### src/rtl/mem_stage.sv
// MEM pipeline stage: little-endian byte-addressable data memory plus the MEM/WB register.
// Optional debug read port enabled by defining MEM_STAGE_DEBUG_PORT_EN.
module mem_stage #(
    parameter int BUS_SIZE      = 32,
    parameter int MEM_ADDR_SIZE = 5,
    parameter int REG_ADDR_SIZE = 5
) (
    input  logic                     i_clk,
    input  logic                     i_reset,
`ifdef MEM_STAGE_DEBUG_PORT_EN
    input  logic [MEM_ADDR_SIZE-1:0] i_dbg_addr,
    output logic [BUS_SIZE-1:0]      o_dbg_data,
`endif
    input  logic                     i_enable,
    input  logic                     i_flush,
    input  logic [2:0]               i_mem_rd_src,
    input  logic [1:0]               i_mem_wr_src,
    input  logic                     i_mem_write,
    input  logic                     i_wb,
    input  logic                     i_mem_to_reg,
    input  logic [BUS_SIZE-1:0]      i_bus_b,
    input  logic [BUS_SIZE-1:0]      i_alu_result,
    input  logic [REG_ADDR_SIZE-1:0] i_addr_wr,
    output logic                     o_wb,
    output logic                     o_mem_to_reg,
    output logic [BUS_SIZE-1:0]      o_mem_rd_data,
    output logic [BUS_SIZE-1:0]      o_alu_result,
    output logic [REG_ADDR_SIZE-1:0] o_addr_wr
);

    localparam int DEPTH = 1 << MEM_ADDR_SIZE;

    typedef enum logic [2:0] {
        LD_LB  = 3'b000,
        LD_LH  = 3'b001,
        LD_LW  = 3'b010,
        LD_LBU = 3'b011,
        LD_LHU = 3'b100
    } ld_fmt_e;

    typedef enum logic [1:0] {
        ST_SB = 2'b00,
        ST_SH = 2'b01
    } st_fmt_e;

    logic [MEM_ADDR_SIZE-1:0] wordIdx;
    logic [1:0]               byteOff;
    logic [BUS_SIZE-1:0]      mem_q [DEPTH];
    logic [BUS_SIZE-1:0]      rdWord;
    logic [BUS_SIZE-1:0]      wrWord_d;
    logic [BUS_SIZE-1:0]      ldData_d;
    logic [7:0]               ldByte;
    logic [15:0]              ldHalf;

    logic                     wb_q;
    logic                     memToReg_q;
    logic [BUS_SIZE-1:0]      rdData_q;
    logic [BUS_SIZE-1:0]      aluResult_q;
    logic [REG_ADDR_SIZE-1:0] addrWr_q;

    // Upper address bits are dropped so out-of-range addresses wrap around the array.
    assign wordIdx = i_alu_result[MEM_ADDR_SIZE+1:2];
    assign byteOff = i_alu_result[1:0];

    assign rdWord = mem_q[wordIdx];
    assign ldByte = rdWord[{byteOff, 3'b000} +: 8];
    assign ldHalf = rdWord[{byteOff[1], 4'b0000} +: 16];

    // Stores are read-modify-write of the addressed word so untouched lanes keep their bytes.
    always_comb begin
        wrWord_d = rdWord;
        case (i_mem_wr_src)
            ST_SB:   wrWord_d[{byteOff, 3'b000} +: 8] = i_bus_b[7:0];
            ST_SH:   wrWord_d[{byteOff[1], 4'b0000} +: 16] = i_bus_b[15:0];
            default: wrWord_d = i_bus_b;
        endcase
    end

    always_comb begin
        ldData_d = rdWord;
        case (i_mem_rd_src)
            LD_LB:   ldData_d = {{(BUS_SIZE-8){ldByte[7]}}, ldByte};
            LD_LH:   ldData_d = {{(BUS_SIZE-16){ldHalf[15]}}, ldHalf};
            LD_LBU:  ldData_d = {{(BUS_SIZE-8){1'b0}}, ldByte};
            LD_LHU:  ldData_d = {{(BUS_SIZE-16){1'b0}}, ldHalf};
            default: ldData_d = rdWord;
        endcase
    end

    // Flush only clears the pipeline register; it deliberately does not gate the store.
    always_ff @(posedge i_clk or posedge i_reset) begin
        if (i_reset) begin
            for (int i = 0; i < DEPTH; i++) begin
                mem_q[i] <= '0;
            end
        end else if (i_mem_write && i_enable) begin
            mem_q[wordIdx] <= wrWord_d;
        end
    end

    always_ff @(posedge i_clk or posedge i_reset) begin
        if (i_reset) begin
            wb_q        <= 1'b0;
            memToReg_q  <= 1'b0;
            rdData_q    <= '0;
            aluResult_q <= '0;
            addrWr_q    <= '0;
        end else if (i_flush) begin
            wb_q        <= 1'b0;
            memToReg_q  <= 1'b0;
            rdData_q    <= '0;
            aluResult_q <= '0;
            addrWr_q    <= '0;
        end else if (i_enable) begin
            wb_q        <= i_wb;
            memToReg_q  <= i_mem_to_reg;
            rdData_q    <= ldData_d;
            aluResult_q <= i_alu_result;
            addrWr_q    <= i_addr_wr;
        end
    end

    assign o_wb          = wb_q;
    assign o_mem_to_reg  = memToReg_q;
    assign o_mem_rd_data = rdData_q;
    assign o_alu_result  = aluResult_q;
    assign o_addr_wr     = addrWr_q;

`ifdef MEM_STAGE_DEBUG_PORT_EN
    assign o_dbg_data = mem_q[i_dbg_addr];
`endif

endmodule

### config.mk
export PLATFORM = sky130hd
export DESIGN_NAME = mem_stage
export DESIGN_NICKNAME = d
export VERILOG_FILES = /design/src/rtl/mem_stage.sv
export SDC_FILE = /design/constraint.sdc
export NUM_CORES = 2
export LEC_CHECK = 0
export CAP_MARGIN = 5
export CORE_MARGIN = 3
export CORE_UTILIZATION = 54
export DETAILED_ROUTE_END_ITERATION = 7
export GPL_TIMING_DRIVEN = 0
export PLACE_DENSITY_LB_ADDON = 0.12
export SETUP_SLACK_MARGIN = 0.3
export SLEW_MARGIN = 0
export SYNTH_ARGS = -nofsm -noshare
export SYNTH_HDL_FRONTEND = slang
export SYNTH_SLANG_ARGS = --single-unit
export TNS_END_PERCENT = 20
### constraint.sdc
create_clock -name i_clk -period 41.8 [get_ports i_clk]
set_input_delay 8.36 -clock i_clk [delete_from_list [all_inputs] [get_ports i_clk]]
set_output_delay 8.36 -clock i_clk [all_outputs]
set_load 0.05 [all_outputs]
* Word-level counts from Yosys, hierarchy flattened *
Cells that the tools add are included.

word-level totals
  bits in registers = 1095
  input port bits = 81
  output and inout port bits = 71
  word-level logic and storage cells = 77

operators by class
  add/subtract/negate cells = 2
  magnitude comparators = 2
  equality and inequality tests = 4
  shift-type cells = 6
  muxes and demuxes = 20
  bitwise logic cells = 1
  reductions and logical operators = 5

operators with widths
  operator                                                    count
  bitwise mux 1024 bit                                        1
  2-to-1 mux 32 bit                                           7
  binary-select mux 32 bit (select 5 bit)                     1
  demux 32 bit (select 5 bit)                                 1
  case mux 32 bit (4 select lines)                            1
  bitwise mux 32 bit                                          2
  case mux 32 bit (2 select lines)                            1
  variable shift 16 x 7 -> 32 bit, first input constant       1
  variable shift 8 x 7 -> 32 bit, first input constant        1
  indexed part select 16 x 7 -> 32 bit                        1
  indexed part select 32 x 6 -> 16 bit                        1
  indexed part select 32 x 6 -> 8 bit                         1
  indexed part select 8 x 7 -> 32 bit                         1
  negation 5 -> 7 bit                                         2
  2-to-1 mux 5 bit                                            2
  >= comparator 6 bit, second input constant                  1
  less-than comparator 6 x 1 -> 1 bit, second input constant  1
  inverter 5 -> 6 bit                                         1
  2-to-1 mux 1 bit                                            4
  == test 3 x 1 -> 1 bit, second input constant               1
  == test 3 x 2 -> 1 bit, second input constant               1
  == test 3 bit, second input constant                        1
  zero test 3 bit                                             1
  == test 2 x 1 -> 1 bit, second input constant               1
  3 further kinds                                             4

* Longest topological paths before layout *
  depth after elaboration = 8
  depth in mapped cells = 12
  depth with buffers taken out = 7

* Worst setup path before layout *
Ideal clock, no wire load.

  path type = input -> register
  start point = in i_alu_result[3]
  end point = reg mem_q[448] (netlist name)
  library setup time = 0.133 ns
  arrival = 10.653 ns
  required time = 41.667 ns
  slack = 31.014 ns
  stages on the path = 11
  path buffers = 5
  path through = buf_2 -> clkbuf_1 -> buf_2 -> buf_2 -> mux2i_1 -> o22ai_1 -> nor4_1 -> nand2_1 -> a22oi_1 -> clkbuf_1 -> o21ai_0

on the way
  cells in the longest elaborated chain, start to end = 7
  elaborated cells between the ends (all ways) = 13
  classes of those cells = order compare: 2; mux: 9; bitwise: 1; reduce/logical: 1

ends and longest elaborated chain
  element                                               RTL line  RTL
  start, declared                                       22        input logic [BUS_SIZE-1:0] i_alu_result,
  inverter 5 -> 6 bit (implied by the code) *           65, 97
  binary-select mux 32 bit (select 5 bit)               65        assign rdWord = mem_q[wordIdx];
  2-to-1 mux 32 bit (implied by the code) (2 in a row)  65
  bitwise mux 32 bit, on equally long branches          74, 73
  case mux 32 bit (2 select lines)                      72        case (i_mem_wr_src)
  bitwise mux 1024 bit *                                97        mem_q[wordIdx] <= wrWord_d;
  end signal, assigned by index                         97
  end, declared                                         48        logic [BUS_SIZE-1:0] mem_q [DEPTH];

Mark *: on every way between the ends. The rest lies on a longest branch, timed or not. The select of a mux whose other input is x is not followed.
A chain may end at the register's enable or synchronous reset.

* Worst setup path after layout *
  start point = in i_alu_result[6]
  end point = reg mem_q[468] (netlist name)

Same word-level chain as after synthesis.

==> impl_metrics.ini <==
[routing]
drt_pass1_iterations = 8
viasPerCell = 6.912
num_vias = 44380
totalWireLength_mm = 228.7
avgRoutedWirePerCell_um = 35.62
ant_nets = 0
post-route-drc-count = 0
drtIter0Drc = 7696

[placement]
dpl_cell_area_um2 = 51970
place_congestion = 1.018
placed_cells = 6209
dp_hpwl_mm = 162.1
io_buffers = 148

[clock_network]
htree_num_levels = 3
hold_buffers = 0
path_clk_slew_ns = 0.06
clock_latency_ns = 0.75
clock_sinks = 1095
clock_path_buffers = 3
cts_resized = 0
cts_tree = built
postCtsSetupBuffers = 0
numCtsBuffers = 114
root_buffer = clkbuf_16

[grt]
antenna_found_initial = 11
grt_usage = 0.4834
grt_pass1_wl_mm = 316.6
grt_pass1_vias = 41370
grt_max_degree = 128
grt_overflow = 0

[synth]
synthArstFlopShare = 1.000
ys_types = 61
yosys_warnings = 0
ys.flop_type = dfrtp_1
synth.most_common_cell = dfrtp_1
synth_top_area_cell = dfrtp_1
synth_top_area_frac = 0.5645
syn_avg_cell_area_um2 = 9.967
netlist_top_cells_area = dfrtp_1, mux2i_1, a21oi_1
synth_edf_count = 0
ys_top_cells_by_count = dfrtp_1, nor2_1, a21oi_1
syn_area_um2 = 48540
postSynthCellCount = 4870
syn_nets = 4956
synth-seq-cells = 1095
synth.yosys.seq_area_share = 0.5645

[final_layout]
final_cells = 6421
nets = 5251
area_delta_synth_final_pct = 15.37
regArea_um2 = 27400
final.fill_count = 7569
final_util = 0.6307
top_register = mem_q
multi_input_area_um2 = 19200
largest_reg_flops = 1024
design_area_um2 = 56000
drive_gt1_frac = 0.08367

[timing]
fin_crit_ns = 14.67
finalHoldViolCount = 0
fin_skew_ns = 0.03153
setup_viol = 0
fin_crit_sh = 0.3509
fmax_ghz = 0.06818
slew_violations = 31
finalSetupTns_ns = 0
rsz0062_at_grt = no
slew_headroom = -0.09203
tightest_slew_ns = 1.638

[floorplanning]
start_util = 0.5467
rows = 109
coreArea_um2 = 88780
die_h_um = 305.8
die_width_um = 305.8
dieArea_um2 = 93520
io_pins = 152

[setup_path]
arrival_ns = 15.25
crit_path_start_kind = input pin
cpPeakStageDelay_ns = 1.48
end_kind = flop
reg2reg_from = mem_q[308]$_DFFE_PP0P_
cp_max_fo = 10
startpoint = i_alu_result[6]
ff2ff_setup_slack_ns = 36.50
cp_slowest_cell = a221oi_1
path_buf_inv = 5
path_class = input pin to flop
crit_family = buffers and inverters
crit_path_cell_trace = clkdlybuf4s50_1 > buf_2 > clkbuf_1 > nand4_1 > buf_2 > o22ai_1 > nor4_1 > nand2_1 > a221oi_1 > clkbuf_1 > o21ai_0
worstPathRequired_ns = 42.39

[pwr]
peakVddDrop_mv = 0.04015
p_leak_nw = 25.52
finalPower_mw = 2.947
powerDensity_nw_per_um2 = 52.63

[run_status]
outcome = complete, but fails checks
violations = capacitance limit, slew limit

[min_path]
holdCritPathClass = flop to flop
hp-start = mem_q[886]$_DFFE_PP0P_

[run]
max-cap-violations = 5
==> per-layer routing <==
| metal | GRT usage | vias to the layer above | wire length [µm] |
|---|---|---|---|
| li1 | - | 17700 | - |
| met1 | 0.6154 | 22050 | 81580 |
| met4 | 0.3512 | 8 | 21330 |
| met2 | 0.6617 | 3634 | 91940 |
| met5 | 0.007078 | - | 146 |
| met3 | 0.1997 | 992 | 33740 |
==> layout by cell type, fill, tap and decap left out, types with 10 or more instances in the layout <==
cell type	netlist	final
o211ai_1	16	16
clkbuf_1	263	285
a211oi_1	13	13
buf_2	166	173
and2_1	11	11
clkbuf_8	0	19
a22o_1	15	15
a221oi_2	15	16
nor4_1	61	58
bufinv_16	0	19
clkdlybuf4s50_1	0	148
buf_1	11	10
nor2_1	721	712
o21ai_1	10	10
nand2_1	429	429
o21ai_0	374	374
clkinv_2	0	13
buf_4	8	11
a21oi_1	667	667
clkbuf_16	0	116
mux2i_1	558	558
o22ai_1	257	257
nor2_2	1	10
a2111oi_0	20	20
nand3_1	14	14
dfrtp_1	1095	1095
a22oi_1	25	25
buf_6	4	11
a31oi_1	18	18
==> worst min-delay path: stages (launching register included) <==
cell     delay [ns]
dfrtp_1        0.34
nand2_1        0.05
o21ai_0        0.06
==> layout make-up <==
class                      instances  share of cell area
antenna                            9           0.0004022
buffer                           454             0.03530
tap                             1165             0.02603
timing repair buffer             179             0.03483
clock buffer                     158             0.05805
clock inverter                    40             0.01265
inverter                           7           0.0006033
sequential                      1095              0.4893
multi-input combinational       3314              0.3428
==> stage by stage <==
step / setup WS, ns / hold WS (ns)
5_1_grt: 27.53 / 0.4914
6_report: 27.13 / 0.4805
2_1_floorplan: 2.610 / 0.4492
3_5_place_dp: 27.22 / 0.4689
3_3_place_gp: -10.46 / 0.4604
4_1_cts: 27.96 / 0.4824
==> worst paths after layout <==
check                           cells past startpoint                endpoint
worst min register to register                      2  mem_q[886]$_DFFE_PP0P_
max in group asynchronous                           5  mem_q[366]$_DFFE_PP0P_
worst max-delay path                               11  mem_q[468]$_DFFE_PP0P_
worst min-delay path                                2  mem_q[886]$_DFFE_PP0P_
min in group asynchronous                           2  mem_q[325]$_DFFE_PP0P_
worst max register to register                      7  mem_q[468]$_DFFE_PP0P_
==> cells by family after synthesis <==
logic type	share of synthesized area
AO/OA/AOI/OAI	0.1675
XOR/XNOR	0.0001805
AND/OR/NAND/NOR	0.1100
flip-flops	0.5645
multiplexers	0.1153
buffers and inverters	0.04122
adder cells (fa/ha/maj)	0.001289
==> power breakdown <==
| part | switching, mW | total, mW | internal [mW] |
|---|---|---|---|
| sequential | 0.0952 | 1.32 | 1.23 |
| combinational | 0.347 | 0.516 | 0.169 |
| clock | 0.451 | 1.11 | 0.655 |
| total | 0.893 | 2.95 | 2.05 |
Note: power is estimated with default switching activity, not from simulation.
